### config.mk
export PLATFORM = sky130hd
export DESIGN_NAME = sp_ram_ctrl
export DESIGN_NICKNAME = d
export VERILOG_FILES = /design/src/rtl/sp_ram_pkg.sv /design/src/rtl/sp_ram_ctrl.sv
export SDC_FILE = /design/constraint.sdc
export NUM_CORES = 1
export LEC_CHECK = 0
export CORE_MARGIN = 1.5
export CORE_UTILIZATION = 36
export DETAILED_ROUTE_END_ITERATION = 8
export GPL_TIMING_DRIVEN = 0
export PLACE_DENSITY = 0.82
export SLEW_MARGIN = 10
export SYNTH_ARGS = -nofsm -noshare
export SYNTH_HDL_FRONTEND = slang
export SYNTH_SLANG_ARGS = --single-unit
### constraint.sdc
create_clock -name clk -period 4.1 [get_ports clk]
set_input_delay 0.82 -clock clk [delete_from_list [all_inputs] [get_ports clk]]
set_output_delay 0.82 -clock clk [all_outputs]
set_load 0.02 [all_outputs]
### src/rtl/sp_ram_pkg.sv
// Shared encodings for the single-port RAM and its request front-end.
package sp_ram_pkg;

  localparam logic W_R_WRITE = 1'b1;
  localparam logic W_R_READ  = 1'b0;

  typedef enum logic {StIdle, StCapt} state_e;
  typedef enum logic {GntWr, GntRd} grant_e;

endpackage

### src/rtl/sp_ram_ctrl.sv
// Arbitrates independent write/read request streams onto the single RAM port and returns
// registered read responses two cycles after the read grant.
module sp_ram_ctrl
  import sp_ram_pkg::*;
#(
  parameter int unsigned ADDRESS_WIDTH = 4,
  parameter int unsigned DATA_WIDTH    = 8,
  parameter int unsigned DEPTH         = 16
) (
  input  logic                     clk,
  input  logic                     rst_n,
  input  logic                     wr_valid,
  output logic                     wr_ready,
  input  logic [ADDRESS_WIDTH-1:0] wr_addr,
  input  logic [DATA_WIDTH-1:0]    wr_data,
  input  logic                     rd_valid,
  output logic                     rd_ready,
  input  logic [ADDRESS_WIDTH-1:0] rd_addr,
  output logic                     rsp_valid,
  output logic [DATA_WIDTH-1:0]    rsp_data,
  output logic                     err_addr,
  output logic                     ram_en,
  output logic                     ram_w_r,
  output logic [ADDRESS_WIDTH-1:0] ram_add,
  output logic [DATA_WIDTH-1:0]    ram_data_in,
  input  logic [DATA_WIDTH-1:0]    ram_data_out
);

  localparam logic [ADDRESS_WIDTH:0] DepthLim = DEPTH[ADDRESS_WIDTH:0];

  state_e                   state_q, state_d;
  grant_e                   last_grant_q, last_grant_d;
  logic [ADDRESS_WIDTH-1:0] rd_addr_q, rd_addr_d;
  logic                     rsp_valid_q;
  logic [DATA_WIDTH-1:0]    rsp_data_q;
  logic                     err_q, err_d;
  logic                     grant_wr, grant_rd;
  logic                     wr_ok, rd_ok;

  assign wr_ok = {1'b0, wr_addr} < DepthLim;
  assign rd_ok = {1'b0, rd_addr} < DepthLim;

  // Round-robin arbiter; in the capture cycle only a lone read may pipeline behind it.
  always_comb begin
    grant_wr = 1'b0;
    grant_rd = 1'b0;
    if (rst_n) begin
      if (state_q == StCapt) begin
        grant_rd = rd_valid & ~wr_valid;
      end else if (wr_valid && rd_valid) begin
        grant_wr = (last_grant_q == GntRd);
        grant_rd = (last_grant_q == GntWr);
      end else begin
        grant_wr = wr_valid;
        grant_rd = rd_valid;
      end
    end
  end

  always_comb begin
    wr_ready     = grant_wr;
    rd_ready     = grant_rd;
    state_d      = StIdle;
    last_grant_d = last_grant_q;
    rd_addr_d    = rd_addr_q;
    err_d        = 1'b0;
    ram_en       = 1'b0;
    ram_w_r      = W_R_READ;
    ram_add      = '0;
    ram_data_in  = '0;

    // Keep the RAM output enabled so the previous read's data can be captured.
    if (rst_n && state_q == StCapt) begin
      ram_en  = 1'b1;
      ram_add = rd_addr_q;
    end

    if (grant_wr) begin
      last_grant_d = GntWr;
      if (wr_ok) begin
        ram_en      = 1'b1;
        ram_w_r     = W_R_WRITE;
        ram_add     = wr_addr;
        ram_data_in = wr_data;
      end else begin
        err_d = 1'b1;
      end
    end

    if (grant_rd) begin
      last_grant_d = GntRd;
      if (rd_ok) begin
        ram_en    = 1'b1;
        ram_add   = rd_addr;
        rd_addr_d = rd_addr;
        state_d   = StCapt;
      end else begin
        err_d = 1'b1;
      end
    end
  end

  always_ff @(posedge clk) begin
    if (!rst_n) begin
      state_q      <= StIdle;
      last_grant_q <= GntRd;
      rd_addr_q    <= '0;
      rsp_valid_q  <= 1'b0;
      rsp_data_q   <= '0;
      err_q        <= 1'b0;
    end else begin
      state_q      <= state_d;
      last_grant_q <= last_grant_d;
      rd_addr_q    <= rd_addr_d;
      rsp_valid_q  <= (state_q == StCapt);
      if (state_q == StCapt) rsp_data_q <= ram_data_out;
      err_q        <= err_d;
    end
  end

  assign rsp_valid = rsp_valid_q;
  assign rsp_data  = rsp_data_q;
  assign err_addr  = err_q;

endmodule

Yosys cells after proc, flatten, opt, wreduce, memory -nomap -nowiden
Index checks and enable logic that the tools add are counted.

Input bits: 28. Flip-flop bits (word level): 15. Word-level logic and storage cells: 27. Output and inout port bits: 26.

Reduce and logical (&&, ||, !) cells: 3. Bitwise logic cells: 4. Multiplexer cells: 15.

Operator list (number): two-way mux 4 bit (3); two-way mux 1 bit (11); two-way mux 8 bit (1); inverter 1 bit (3); logical AND 1 bit (2); OR reduction 2 bit (1); AND 1 bit (1).

Longest topological paths before layout
Gate-level depths: netlist (run 1).

Depth in word-level cells: 6. Depth in mapped cells: 5. Depth with buffers taken out: 3.

Worst setup path before layout (run 1)
No wires, ideal clock.

Path type: input port to output port. From: in rst_n. To: out ram_add[0]. Stages on the path: 5. Setup slack: 1.398 ns. Arrival: 1.882 ns. Path through: clkbuf_1 -> and2_2 -> clkbuf_1 -> a32oi_1 -> o21ai_0.

Word-level cells in the longest chain between the ends: 4. Elaborated cells on any way between the ends: 6.

RTL lines: start: declaration (RTL line sp_ram_ctrl.sv:11) `input logic rst_n,`; logical AND 1 bit (RTL line sp_ram_ctrl.sv:73) `if (rst_n && state_q == StCapt) begin`; two-way mux 4 bit (RTL line sp_ram_ctrl.sv:73); two-way mux 4 bit (RTL line sp_ram_ctrl.sv:78) `if (grant_wr) begin`; two-way mux 4 bit * (RTL line sp_ram_ctrl.sv:90) `if (grant_rd) begin`; end: declaration (RTL line sp_ram_ctrl.sv:24) `output logic [ADDRESS_WIDTH-1:0] ram_add,`.

Mark *: on every way between the ends. The rest lies on a longest branch, timed or not.

Worst setup path after layout (run 1)
From: in rd_valid. To: out ram_en.

Word-level cells in the longest chain between the ends: 6. Elaborated cells on any way between the ends: 10.

RTL lines: start: declaration (RTL line sp_ram_ctrl.sv:16) `input logic rd_valid,`; logical AND 1 bit (RTL line sp_ram_ctrl.sv:50) `end else if (wr_valid && rd_valid) begin`; two-way mux 1 bit (RTL line sp_ram_ctrl.sv:50); two-way mux 1 bit (RTL line sp_ram_ctrl.sv:48) `if (state_q == StCapt) begin`; two-way mux 1 bit (RTL line sp_ram_ctrl.sv:47) `if (rst_n) begin`; two-way mux 1 bit (RTL line sp_ram_ctrl.sv:78); two-way mux 1 bit * (RTL line sp_ram_ctrl.sv:90); end: declaration (RTL line sp_ram_ctrl.sv:22) `output logic ram_en,`.

Marks and branches as above.

==> results of run 1 <==
## flip-flops by register name, indices dropped and copies added (netlist names)
signal / cells
rd_addr_q: 4
rsp_valid: 1
rsp_data: 8
last_grant_q: 1
state_q: 1
## cell type report
class                           count  area (µm²)
Fill cell                         165         633
Buffer                              8        52.6
Timing Repair Buffer               52         520
Tap cell                           27        33.8
Sequential cell                    15         300
Multi-Input combinational cell     55         410
Inverter                            1        3.75
Clock inverter                      1        5.00
Clock buffer                        3        22.5
## metal layers
| layer | global-route usage, % | vias up | wire length [µm] |
|---|---|---|---|
| li1 | - | 388 | - |
| met1 | 22.1 | 371 | 891 |
| met2 | 31.1 | 17 | 1110 |
| met3 | 4.60 | 5 | 64 |
| met4 | 8.57 | 0 | 38 |
| met5 | 0 | - | 0 |
## cells by family after synthesis
kind of cell           Yosys count  share of synthesized area (%)
AO/OA/AOI/OAI                   15                           16.2
buffers and inverters            9                           7.34
flip-flops                      15                           39.2
multiplexers                     8                           10.4
other                            1                          0.489
AND/OR/NAND/NOR                 31                           26.4
## worst max-delay path, delay by kind of cell
kind                   cells  cell delay (ns)
and+or+nand+nor            3             0.70
buffers and inverters      3             1.36
## power breakdown
part           internal, mW  switching, mW
Combinational        0.0618         0.0443
Clock                0.0363         0.0463
Sequential            0.153        0.00433
## worst paths after layout
path / to / slack (ns) / depth (start not counted)
hold / removal: rd_addr_q[2] / 0.50 / 1
hold reg to reg: rd_addr_q[2] / 0.50 / 1
setup reg to reg: last_grant_q / 2.73 / 4
setup / recovery: ram_en / 0.39 / 6
## metrics by stage
step	instances	power, mW	util [%]
6_report	162	0.346	68.1
3_3_place_gp	158	0.265	66.7
3_5_place_dp	158	0.267	66.7
2_1_floorplan	79	0.209	-
4_1_cts	162	0.349	68.1
5_1_grt	162	0.362	68.1
## placed cells by master, fill, tap and decap left out
| cell type | Yosys | routed |
|---|---|---|
| clkbuf_4 | 0 | 3 |
| a22o_2 | 4 | 4 |
| buf_6 | 2 | 2 |
| clkdlybuf4s50_1 | 0 | 52 |
| or3_1 | 1 | 1 |
| and3_2 | 1 | 1 |
| inv_1 | 1 | 1 |
| o21ai_4 | 1 | 1 |
| and2b_4 | 1 | 1 |
| nand2b_2 | 1 | 1 |
| nand4_1 | 4 | 4 |
| dfxtp_1 | 15 | 15 |
| clkinv_2 | 0 | 1 |
| clkbuf_1 | 4 | 4 |
| nor2b_1 | 8 | 8 |
| and3_1 | 2 | 2 |
| mux2i_1 | 8 | 8 |
| and2_2 | 1 | 1 |
| o21ai_0 | 5 | 5 |
| and2_1 | 12 | 12 |
| conb_1 | 1 | 1 |
| a21boi_0 | 1 | 1 |
| a32oi_1 | 4 | 4 |
| buf_4 | 2 | 2 |
==> results.json, run 1 <==
{
  "status": "finished, final reports clean",
  "power_leakage_nw": 0.503,
  "finalWorstSetupSlack_ns": 0.389,
  "cp.required_ns": 3.28,
  "yosysWarnings": 0,
  "drive_above_1_share_pct": 12.6,
  "io_pins": 54,
  "finalCritPeriodShare_pct": 90.5,
  "cts_resized": 0,
  "grt_setup_unrepaired": "no",
  "grt_overflow_total": 0,
  "track_usage_pct": 18.6,
  "slowest_delay_ns": 0.63,
  "antenna_cells": 0,
  "finalSetupViolCount": 0,
  "maxSlewHeadroom_pct": 63.4,
  "vias": 781,
  "fmax_mhz": 270,
  "wl_um": 2110,
  "cts_buffers": 3,
  "initial_core_util_pct": 38.7,
  "cts.clk_slew.worst_paths_ns": 0.09,
  "syn-instance-count": 79,
  "async_flop_share_pct": 0,
  "worst_pin_slew_ns": 0.544,
  "final_nets": 164,
  "grt_antenna_before_repair": 0,
  "grt_max_degree": 12,
  "post-dp-hpwl_um": 1680,
  "synth-main-ff-cell": "dfxtp_1",
  "wl_per_cell_um": 13.0,
  "drc": 0,
  "drtIter0Drc": 15,
  "cp-start-kind": "input pin",
  "fin_area_mm2": 0.00135,
  "yosysSeqAreaShare_pct": 39.2,
  "path_cells": "clkdlybuf4s50_1, nand2b_2, and3_1, clkbuf_1, or3_1, clkdlybuf4s50_1",
  "synth_common_cells": "15 x dfxtp_1, 12 x and2_1, 8 x mux2i_1, 8 x nor2b_1, 5 x o21ai_0",
  "synth_top_area_share_pct": 39.2,
  "clock_latency_ns": 0.29,
  "hold_violations": 0,
  "area.growth.synth_to_final_pct": 75.9,
  "post-synth-top-count-cell": "dfxtp_1",
  "hold_path_class": "register to register",
  "worstPathArrival_ns": 2.89,
  "die_w_um": 49.2,
  "gp_congestion": 0.737,
  "min_from": "rd_addr_q[2]",
  "numPortBuffers": 52,
  "cts_tree": "done",
  "grt_pass1_vias": 762,
  "die_area_mm2": 0.00242,
  "dieHeight_um": 49.2,
  "ys_top_cells_by_area": "dfxtp_1 39%, mux2i_1 10%, and2_1 9.8%",
  "dpl_cell_area_mm2": 0.00132,
  "cp-end-kind": "primary output",
  "rows": 16,
  "drt_pass1_iterations": 4,
  "cts_setup_buffers": 0,
  "finalClockSkew_ns": 0.0120,
  "pre_cts_slack_ns": 0.382,
  "period_needed_ns": 3.71,
  "slowest_stage": "clkdlybuf4s50_1",
  "holdBufCountCts": 0,
  "synth_area_um2": 767,
  "synth_edf_count": 0,
  "avgSynthCellArea_um2": 9.71,
  "pwr_density_cell_mw_per_mm2": 256,
  "peakVddDrop_v": 0.000205,
  "h-tree-depth": 1,
  "tns_ns": 0,
  "worstPathMaxFanout": 11,
  "crit_path_frequent_cell": "clkdlybuf4s50_1",
  "cts_buffer_depth": 2,
  "drv_cap": 0,
  "cts.sinks": 15,
  "path_class": "input pin to primary output",
  "cts-root-buf": "clkbuf_4",
  "holdWs_ns": 0.504,
  "startpoint": "rd_valid",
  "coreArea_mm2": 0.00198,
  "synth_area_leader_cell": "dfxtp_1",
  "ys_ff_latch": 15,
  "final_antenna_net_count": 0,
  "synthDistinctLibCells": 21,
  "syn_nets": 107,
  "slew_violations": 0,
  "regToRegStartpoint": "state_q",
  "via_per_inst": 4.82,
  "grt_first_pass_wirelength_um": 3420
}
Note: power is estimated with default switching activity, not from simulation.
==> run 2, diff against run 1 <==
Settings changed: CELL_PAD_IN_SITES_DETAIL_PLACEMENT set to 1, CELL_PAD_IN_SITES_GLOBAL_PLACEMENT set to 2, CORE_UTILIZATION 36 to 19, GPL_ROUTABILITY_DRIVEN set to 1, PLACE_DENSITY 0.82 to 0.81, SETUP_SLACK_MARGIN set to 0.15.
==> run 2 against run 1 <==
  * Register-to-register slack worse by 0.10 ns
  * Clock power is 44% higher
  * Sequential cell count stayed put
  * Non-clock buffer count stayed put
  * Combinational power hardly changed
  * Final cell count is 13% higher
  * Count of clock-buffer cells in the layout stayed put
  * Wire length is 21% higher
  * Sequential power hardly changed
  * Setup slack worse by 0.056 ns
  * Fmax is 1.5% lower
  * Power is 11% higher
==> results.json, run 2 (synthesis gave the netlist of run 1 again) <==
{
  "status": "finished, final reports clean",
  "slew_violations": 0,
  "grt_setup_unrepaired": "no",
  "intPower_mw": 0.282,
  "grt_overflow_total": 0,
  "drt_pass1_iterations": 4,
  "final_cell_mix": "52 x clkdlybuf4s50_1, 15 x dfxtp_1, 12 x and2_1",
  "maxSlewHeadroom_pct": 59.3,
  "combPwrFrac_pct": 28.2,
  "fin_cells": 183,
  "cts_buffers": 3,
  "tns_ns": 0,
  "layout_commonest_cell": "clkdlybuf4s50_1",
  "hold_path_class": "register to register",
  "fmax_mhz": 265,
  "numPortBuffers": 52,
  "drive_above_1_share_pct": 13.3,
  "cts_tree": "done",
  "final_nets": 164,
  "dpl_cell_area_mm2": 0.00135,
  "grt_antenna_before_repair": 0,
  "die_w_um": 66.5,
  "fin_area_mm2": 0.00140,
  "worst_pin_slew_ns": 0.604,
  "finalWorstSetupSlack_ns": 0.333,
  "clkPwrFrac_pct": 31.0,
  "drv_cap": 0,
  "cts.clk_slew.worst_paths_ns": 0.06,
  "die_area_mm2": 0.00443,
  "fill_cells": 443,
  "clock_latency_ns": 0.24,
  "use_met3_pct": 2.70,
  "cp-start-kind": "input pin",
  "power_leakage_nw": 0.514,
  "pwr_density_cell_mw_per_mm2": 275,
  "wl_um": 2550,
  "drtIter0Drc": 15,
  "final_antenna_net_count": 0,
  "finalClockSkew_ns": 0.00275,
  "path_class": "input pin to primary output",
  "slowest_delay_ns": 0.67,
  "holdBufCountCts": 0,
  "wl_per_cell_um": 13.9,
  "drc": 0,
  "cts.sinks": 15,
  "io_pins": 54,
  "pre_cts_slack_ns": 0.299,
  "finalSetupViolCount": 0,
  "h-tree-depth": 1,
  "via_per_inst": 4.38,
  "use_met1_pct": 12.5,
  "hold_violations": 0,
  "period_needed_ns": 3.77,
  "pwr-share-seq_pct": 40.9,
  "antenna_cells": 0,
  "worstPathMaxFanout": 11,
  "placedCellCount": 179,
  "track_usage_pct": 11.7,
  "post-dp-hpwl_um": 2050,
  "cp.required_ns": 3.28,
  "dieHeight_um": 66.5,
  "cts-root-buf": "clkbuf_8",
  "met2_usage_pct": 21.9,
  "path_cells": "clkdlybuf4s50_1, nand2b_2, and3_1, clkbuf_1, or3_1, clkdlybuf4s50_1",
  "vias": 801,
  "grt_pass1_vias": 839,
  "holdWs_ns": 0.482,
  "p_total_mw": 0.384,
  "slowest_stage": "clkdlybuf4s50_1",
  "largest_register_ffs": 8,
  "cts_buffer_depth": 2,
  "cts_setup_buffers": 0,
  "cp-end-kind": "primary output",
  "area.growth.synth_to_final_pct": 81.9,
  "grt_first_pass_wirelength_um": 3940,
  "rows": 22,
  "crit_path_frequent_cell": "clkdlybuf4s50_1",
  "initial_core_util_pct": 20.3,
  "swShare_pct": 26.5,
  "gp_congestion": 0.747,
  "grt_max_degree": 12,
  "worstPathArrival_ns": 2.95,
  "switchingPower_mw": 0.102,
  "peakVddDrop_v": 0.000135,
  "grt_busiest_layer": "met2",
  "fin_util_pct": 37.0,
  "coreArea_mm2": 0.00377,
  "finalCritPeriodShare_pct": 91.9
}
run 2: repair_timing:
item	CTS	global route
resized for setup	0	2
endpoints found under the setup margin	0	1
hold endpoints to repair	0	0
run 2: final timing paths:
path | cells past startpoint | end | slack (ns) | startpoint
max | 6 | ram_en | 0.33 | rd_valid
min | 1 | rd_addr_q[0] | 0.48 | rd_addr_q[0]
max reg2reg | 4 | last_grant_q | 2.63 | state_q
min reg2reg | 1 | rd_addr_q[0] | 0.48 | rd_addr_q[0]
run 2: area by class of cell:
cell class | count | area, µm² | share of cell area (%)
plain buffers | 8 | 53.8 | 3.86
clock buffers | 3 | 41.3 | 2.96
clock inverters | 1 | 5.00 | 0.359
inverters | 1 | 3.75 | 0.269
multi-input cells | 55 | 410 | 29.4
flip-flops and latches | 15 | 300 | 21.5
well taps | 48 | 60.1 | 4.30
repair buffers | 52 | 520 | 37.3
run 2: routing by layer:
metal	share of wire (%)	wire length, µm	vias up
li1	-	-	389
met1	40	1010	393
met2	57	1450	17
met3	2.3	58	2
met4	1.1	27	0
met5	0	0	-
run 2: power groups by stage:
stage | Combinational, mW | Clock [mW] | Sequential [mW]
global route | 0.116 | 0.132 | 0.158
finish | 0.108 | 0.119 | 0.157
floorplan | 0.0452 | 0 | 0.164
detailed placement | 0.109 | 0 | 0.160
global placement | 0.107 | 0 | 0.160
CTS | 0.110 | 0.124 | 0.157
run 2: critical path: cells and delay by family:
family	cells	cell delay (ns)
buf+inv	3	1.41
simple gates	3	0.73
